`config.mk`:
```
export PLATFORM = sky130hd
export DESIGN_NAME = demux_1_4_stream
export DESIGN_NICKNAME = d
export VERILOG_FILES = /design/src/rtl/demux_1_4_stream.sv
export SDC_FILE = /design/constraint.sdc
export NUM_CORES = 1
export LEC_CHECK = 0
export BUFFER_PORTS_ARGS = -buffer_cell sky130_fd_sc_hd__buf_2
export CELL_PAD_IN_SITES_DETAIL_PLACEMENT = 0
export CELL_PAD_IN_SITES_GLOBAL_PLACEMENT = 1
export CORE_MARGIN = 5
export CORE_UTILIZATION = 47
export CTS_BUF_LIST = sky130_fd_sc_hd__clkbuf_8
export DETAILED_ROUTE_END_ITERATION = 6
export GPL_ROUTABILITY_DRIVEN = 0
export PLACE_DENSITY_LB_ADDON = 0.1
export SLEW_MARGIN = 20
export SYNTH_ARGS = -nofsm -noshare
export SYNTH_HDL_FRONTEND = slang
export SYNTH_SLANG_ARGS = --single-unit
```
`constraint.sdc`:
```
create_clock -name clk -period 2.3 [get_ports clk]
set_input_delay 0.115 -clock clk [delete_from_list [all_inputs] [get_ports clk]]
set_output_delay 0.115 -clock clk [all_outputs]
set_load 0.05 [all_outputs]
```
`src/rtl/demux_1_4_stream.sv`:
```
// demux_1_4_stream
//   Routes one valid/ready stream of WIDTH-bit words to four output channels.
//   Each word carries a 2-bit destination select; a broadcast flag copies the
//   word to all four channels at once (all-or-nothing). Every channel owns a
//   2-entry FIFO, so one stalled consumer never blocks traffic to the others.
//   in_ready is derived only from registered FIFO counts plus in_sel/in_bcast;
//   there is no combinational path from any out_ready to in_ready.
//
// Ports
//   clk        clock, rising edge
//   rst        asynchronous reset, active-high
//   in_valid   producer has a word on in_data
//   in_ready   block accepts the word this cycle
//   in_data    input word
//   in_sel     destination channel 0..3 (ignored when in_bcast=1)
//   in_bcast   write word to all four channels
//   out_valid  bit i: channel i head word valid
//   out_ready  bit i: consumer i takes head word
//   out_dataN  channel N head word (0 when channel N is empty)

module demux_1_4_stream #(
  parameter int WIDTH = 4
) (
  input  logic             clk,
  input  logic             rst,
  input  logic             in_valid,
  output logic             in_ready,
  input  logic [WIDTH-1:0] in_data,
  input  logic [1:0]       in_sel,
  input  logic             in_bcast,
  output logic [3:0]       out_valid,
  input  logic [3:0]       out_ready,
  output logic [WIDTH-1:0] out_data0,
  output logic [WIDTH-1:0] out_data1,
  output logic [WIDTH-1:0] out_data2,
  output logic [WIDTH-1:0] out_data3
);

  logic [3:0]       not_full;
  logic [3:0]       wr_en;
  logic [3:0]       rd_en;
  logic             in_fire;
  logic [WIDTH-1:0] head [4];

  // Full is judged on the pre-edge count only: a full channel being drained
  // this cycle still refuses the incoming word (no bypass).
  always_comb begin
    in_ready = 1'b0;
    if (in_bcast) in_ready = &not_full;
    else          in_ready = not_full[in_sel];
  end

  assign in_fire = in_valid & in_ready;
  assign rd_en   = out_valid & out_ready;

  for (genvar ch = 0; ch < 4; ch++) begin : g_chan
    logic [WIDTH-1:0] mem [2];
    logic [1:0]       count;
    logic             wr_ptr;
    logic             rd_ptr;

    assign not_full[ch]  = (count != 2'd2);
    assign wr_en[ch]     = in_fire & (in_bcast | (in_sel == 2'(ch)));
    assign out_valid[ch] = (count != 2'd0);
    assign head[ch]      = (count != 2'd0) ? mem[rd_ptr] : '0;

    always_ff @(posedge clk or posedge rst) begin
      if (rst) begin
        count  <= 2'd0;
        wr_ptr <= 1'b0;
        rd_ptr <= 1'b0;
        mem[0] <= '0;
        mem[1] <= '0;
      end else begin
        if (wr_en[ch]) begin
          mem[wr_ptr] <= in_data;
          wr_ptr      <= ~wr_ptr;
        end
        if (rd_en[ch]) begin
          rd_ptr <= ~rd_ptr;
        end
        // Simultaneous read and write leaves the occupancy unchanged.
        case ({wr_en[ch], rd_en[ch]})
          2'b10:   count <= count + 2'd1;
          2'b01:   count <= count - 2'd1;
          default: count <= count;
        endcase
      end
    end
  end

  assign out_data0 = head[0];
  assign out_data1 = head[1];
  assign out_data2 = head[2];
  assign out_data3 = head[3];

endmodule
```
Word-level counts from Yosys, hierarchy flattened
Index checks and enable logic that the tools add are counted.

Eq/ne operators: 15. Mux-type cells: 35. Reduce and logical (&&, ||, !) cells: 14. $add $sub $neg: 8. $lt $le $gt $ge: 13. Bitwise gates (word level): 26.

Operator list (number): 2-to-1 mux 4 bit (20); bitwise mux 8 bit (4); demux 4 bit (select 1 bit) (4); greater-or-equal comparator 2 bit, second input constant (8); inverter 1 -> 2 bit (8); case mux 2 bit (2 select lines) (4); nonzero test 2 bit (8); == test 2 bit, second input constant (6); == test 2 x 1 -> 1 bit, second input constant (5); adder 2 x 1 -> 2 bit, second input constant (4); < comparator 2 x 1 -> 1 bit, second input constant (4); inequality test 2 bit, second input constant (4); inverter 1 bit (8); subtractor 2 x 1 -> 2 bit, second input constant (4); bitwise AND 1 bit (5); bitwise AND 4 bit (1); logical AND 1 bit (4); bitwise OR 1 bit (4); AND reduction 4 bit (1); < comparator 2 x 3 -> 1 bit, second input constant (1); binary-select mux 1 bit (select 2 bit) (1); zero test 2 bit (1); 2-to-1 mux 1 bit (2).

Output and inout bits: 21. Word-level logic and storage cells: 131. Register bits after elaboration: 48.

Longest topological paths before layout
Word-level depth: 8. Depth in mapped cells: 8.

Least setup slack after synthesis
No wires, ideal clock.

Path type: register to output. Start: reg g_chan[0].count[0]. End: out in_ready. Buffers on the path: 0. Setup slack: 0.186 ns. Data arrival time: 1.999 ns. Cell stages (with the launch flop): 5. Path through: dfrtp_1 nand2b_1 o31a_1 nand2_1 a221oi_1.

Longest elaborated chain between the ends: 4. Elaborated cells on any way between the ends: 5.

Ends and longest elaborated chain: from (decl) (line 58) `logic [1:0] count;`; from (signal assigned) (line 84) `2'b10: count <= count + 2'd1;`; from (signal assigned) (line 85) `2'b01: count <= count - 2'd1;`; from (signal assigned) (line 86) `default: count <= count;`; inequality test 2 bit * (line 62) `assign not_full[ch] = (count != 2'd2);`; binary-select mux 1 bit (select 2 bit) (line 50) `else in_ready = not_full[in_sel];`; 2-to-1 mux 1 bit (implied by the code) (line 50); 2-to-1 mux 1 bit * (line 49) `if (in_bcast) in_ready = &not_full;`; to (decl) (line 27) `output logic in_ready,`.

Mark *: on every way between the ends. The rest lies on a longest branch, timed or not. The select of a mux whose other input is x is not followed.

Final worst setup path
Start: reg g_chan[2].count[1]. End: reg g_chan[0].mem[6] (netlist name).

Longest elaborated chain between the ends: 6. Elaborated cells on any way between the ends: 7.

Ends and longest elaborated chain: from (decl) (line 58); from (signal assigned) (line 84); from (signal assigned) (line 85); from (signal assigned) (line 86); inequality test 2 bit * (line 62); binary-select mux 1 bit (select 2 bit) (line 50); 2-to-1 mux 1 bit (implied by the code) (line 50); 2-to-1 mux 1 bit * (line 49); bitwise AND 1 bit * (line 53) `assign in_fire = in_valid & in_ready;`; bitwise AND 1 bit * (line 63) `assign wr_en[ch] = in_fire & (in_bcast | (in_sel == 2'(ch)));`; to (signal, indexed assignment) (line 76) `mem[wr_ptr] <= in_data;`; to (decl) (line 57) `logic [WIDTH-1:0] mem [2];`.

Marks and branches as above. A chain may end at the register's enable or synchronous reset.

==> run summary <==
The run finished with clean final reports. The number of nets at the end of the flow came out at 249. The number of warnings issued by yosys came out at 0. Port buffering added 34 buffers.

The critical-path cell with the highest stage delay is sky130_fd_sc_hd__dfrtp_1. The post-synthesis area per instance is roughly 12 um^2. The number of cells after detailed placement is 290. The count of buffers added by post-CTS timing repair for setup came out at 0. The largest total area in the synthesized netlist belongs to sky130_fd_sc_hd__dfrtp_1.

The final design utilization is 56.5%. TritonCTS built the clock tree. Yosys attributes the largest share of cell area to sky130_fd_sc_hd__dfrtp_1 51%, sky130_fd_sc_hd__mux2_2 15%, sky130_fd_sc_hd__mux2i_1 6.8%. The first-pass iteration count of the detailed router is 2. The die is 81.0 um tall.

The total die area is 6560 um^2. The overflow left after global routing is 0. The worst clock skew came out at 0.00638 ns. The top cell type's share of synthesized area came out at 50.7%. The global-route wire length before repair is slightly above 8000 um. The H-tree was split into 2 levels. The number of vias in the routed layout is 1510. In this run the critical register-to-register path is launched from g_chan[2].count[1].

Along the worst hold path, the cell count comes to 2. In this run the count of I/O pins placed on the die edge is 35. The number of cells traversed by the worst register-to-register path came out at 5. The count of flip-flops with a built-in enable after synthesis is 0.

The average wire per cell in the routed design came out at approximately 16 um. The most used flip-flop cell after synthesis is sky130_fd_sc_hd__dfrtp_1. The final total negative setup slack came out at 0 ns. The number of standard-cell rows in the floorplan is 25. TritonCTS created 5 clock buffers. The max-slew headroom at the worst pin came out at between 50% and 60%. The via count of the first global-routing pass is ~1700.

The final cycle utilization of the critical path is approximately nine tenths. The final setup violation count is 0. The kind of start point of the critical path is a flop.

The number of max-slew violations in the final report is 0. The worst-skew pair later-pin latency came out at around 0.29 ns. Counting instances in the post-synthesis netlist gives the leading cell types as 48 x sky130_fd_sc_hd__dfrtp_1, 31 x sky130_fd_sc_hd__mux2_2, 26 x sky130_fd_sc_hd__nor2_1, 16 x sky130_fd_sc_hd__mux2i_1, 12 x sky130_fd_sc_hd__xnor2_1. Summing every instance area after synthesis gives 2370 um^2. The DRC violation count after routing came out at 0. STA classifies the critical path endpoint as a flop. The initial cell density of the core came out at roughly half. The worst setup path is of the reg -> reg kind. The proportion of synthesized chip area in sequential cells is 50.7%. The highest achievable clock rate came out at between 0.4 and 0.5 GHz. The largest fanout of any net on the critical path came out at 4. The clock slew seen by the registers of the worst setup and hold paths came out at 0.08 ns.

CTS saw 48 sinks. The critical path goes through nor2b_2, a311oi_4, o211ai_2, nor3b_2, mux2_2. The total wire length is 4720 um.

The buffer levels on the longest clock path came out at 2. The number of buffers and inverters on the critical path came out at 0. The largest net degree at the start of global routing came out at 49. The layout cell share with drive strength beyond 1 came out at about 36%. The post-route minimum period came out at 2.04 ns. The minimum setup slack among reg-to-reg paths is 0.26 ns. Setup repair after global routing left no endpoint under its margin. On the worst path, the slowest cell contributes a delay of 0.40 ns. At the pin with the least slew margin, the transition time is a little over 0.6 ns.

The global-route usage over all layers is 16.2%. The finished cells cover 2720 um^2. On the critical path the largest part of the delay comes from compound AO/OA/AOI/OAI gates. The number of antenna violations at the first check in global routing is 0.

The core region is 4820 um^2. Detailed placement ended at an HPWL of between 3000 and 4000 um. The hold path startpoint is in_data[3].

Across the run, the number of max-cap violations was 0. The classification of the worst-slack hold path is in -> reg. The synthesis-to-finish area growth is 14.9%. Data arrives at the worst endpoint at approximately 2.2 ns.

The first-iteration detailed-routing DRC count is 32. The number of hold-slack violations in the final timing report is 0. For this run, asynchronously set or reset flops after synthesis account for 100%.

The count of nets left with antenna violations after detail routing came out at 0. The distinct cell type count of the synthesized netlist came out at 32. The x dimension of the die is slightly above 80 um.

The endpoint of the worst hold-timing path is g_chan[2].mem[3]. The repair_antennas step left the layout with diodes totalling 0. The number of standard cells in the final layout excluding fillers came out at 299. Fill cells in the final layout number between 400 and 500.

The endpoint of the worst-slack reg-to-reg timing path is g_chan[0].mem[6]. Counting every instance in the synthesized netlist gives roughly 190. The cell chosen for the clock root is sky130_fd_sc_hd__clkbuf_8. The total nets after synthesis came out at 209.

The cell area after placement is 2620 um^2. Among all cell types in the netlist, the one instantiated most often is sky130_fd_sc_hd__dfrtp_1. The data required time at the worst endpoint is 2.48 ns. The average via count per standard cell came out at slightly above 5. The number of cells on the critical path is 5.

The flip-flop and latch count after synthesis is 48.
## cell type report
type / count / area [um^2] / area share (%)
sequential: 48 / 1200 / 44.1
multi-input combinational: 131 / 1120 / 41.2
timing repair buffer: 37 / 195 / 7.17
tap: 67 / 83.8 / 3.08
clock buffer: 6 / 82.6 / 3.03
inverter: 8 / 30.0 / 1.10
clock inverter: 2 / 7.51 / 0.276
## kinds of logic (layout without fill, tap and decap cells)
family,count (synthesis),count (layout),share of synthesized area (%)
XOR/XNOR,20,20,7.39
AO/OA/AOI/OAI,11,11,5.28
multiplexers,48,48,22.0
AND/OR/NAND/NOR,48,48,10.7
flip-flops,48,48,50.7
buffers and inverters,12,53,1.90
adder cells (fa/ha/maj),4,4,2.11
## layout by cell type, fill, tap and decap left out, types with 2 or more instances in the layout
master / instances
sky130_fd_sc_hd__buf_2: 34
sky130_fd_sc_hd__buf_4: 2
sky130_fd_sc_hd__clkbuf_8: 6
sky130_fd_sc_hd__dfrtp_1: 48
sky130_fd_sc_hd__ha_1: 4
sky130_fd_sc_hd__inv_1: 9
sky130_fd_sc_hd__mux2_2: 31
sky130_fd_sc_hd__mux2i_1: 16
sky130_fd_sc_hd__nand2_1: 4
sky130_fd_sc_hd__nand2b_1: 3
sky130_fd_sc_hd__nand3_1: 2
sky130_fd_sc_hd__nor2_1: 26
sky130_fd_sc_hd__nor2b_1: 4
sky130_fd_sc_hd__nor3b_2: 2
sky130_fd_sc_hd__o211ai_2: 2
sky130_fd_sc_hd__xnor2_1: 12
sky130_fd_sc_hd__xor2_1: 8
## worst max-delay path by stage
stage / from / end
2_1_floorplan: g_chan[0].count[0] / in_ready
3_3_place_gp: g_chan[2].count[1] / g_chan[1].mem[6]
3_5_place_dp: g_chan[2].count[1] / g_chan[0].mem[6]
4_1_cts: g_chan[2].count[1] / g_chan[3].count[1]
5_1_grt: g_chan[2].count[1] / g_chan[2].count[1]
6_report: g_chan[2].count[1] / g_chan[0].mem[6]
## worst register-to-register path, stage by stage (launching register included)
cell and delay, ns:
sky130_fd_sc_hd__dfrtp_1 0.40, sky130_fd_sc_hd__nor2b_2 0.18, sky130_fd_sc_hd__a311oi_4 0.38, sky130_fd_sc_hd__o211ai_2 0.20, sky130_fd_sc_hd__nor3b_2 0.38, sky130_fd_sc_hd__mux2_2 0.39
## per-layer routing
layer	wire length [um]	vias up	GRT usage (%)	part of all wire, %
met5	0	-	0	0
met2	2390	22	27.8	51
met1	2080	754	20.0	44
met3	162	8	3.88	3.4
li1	-	726	-	-
met4	85	0	5.41	1.8
## sequential cells by signal (all words and copies together) (netlist names)
signal,flops
g_chan.mem,32
g_chan.count,8
g_chan.rd_ptr,4
g_chan.wr_ptr,4
## repair_timing
| action | CTS | global route |
|---|---|---|
| hold buffers | 1 | 0 |
| resized for setup | 0 | 0 |
| hold endpoints to repair | 48 | 0 |
## per-stage QoR
| stage | hold slack, ns | setup slack [ns] |
|---|---|---|
| floorplan | 0.250 | 0.186 |
| global placement | 0.284 | 0.317 |
| detailed placement | 0.304 | 0.278 |
| CTS | 0.190 | 0.260 |
| global route | 0.200 | 0.137 |
| finish | 0.189 | 0.264 |
Power is left out: the tool's default activity adds up to more than one toggle a clock period on the data nets, which glitch-free logic cannot reach.
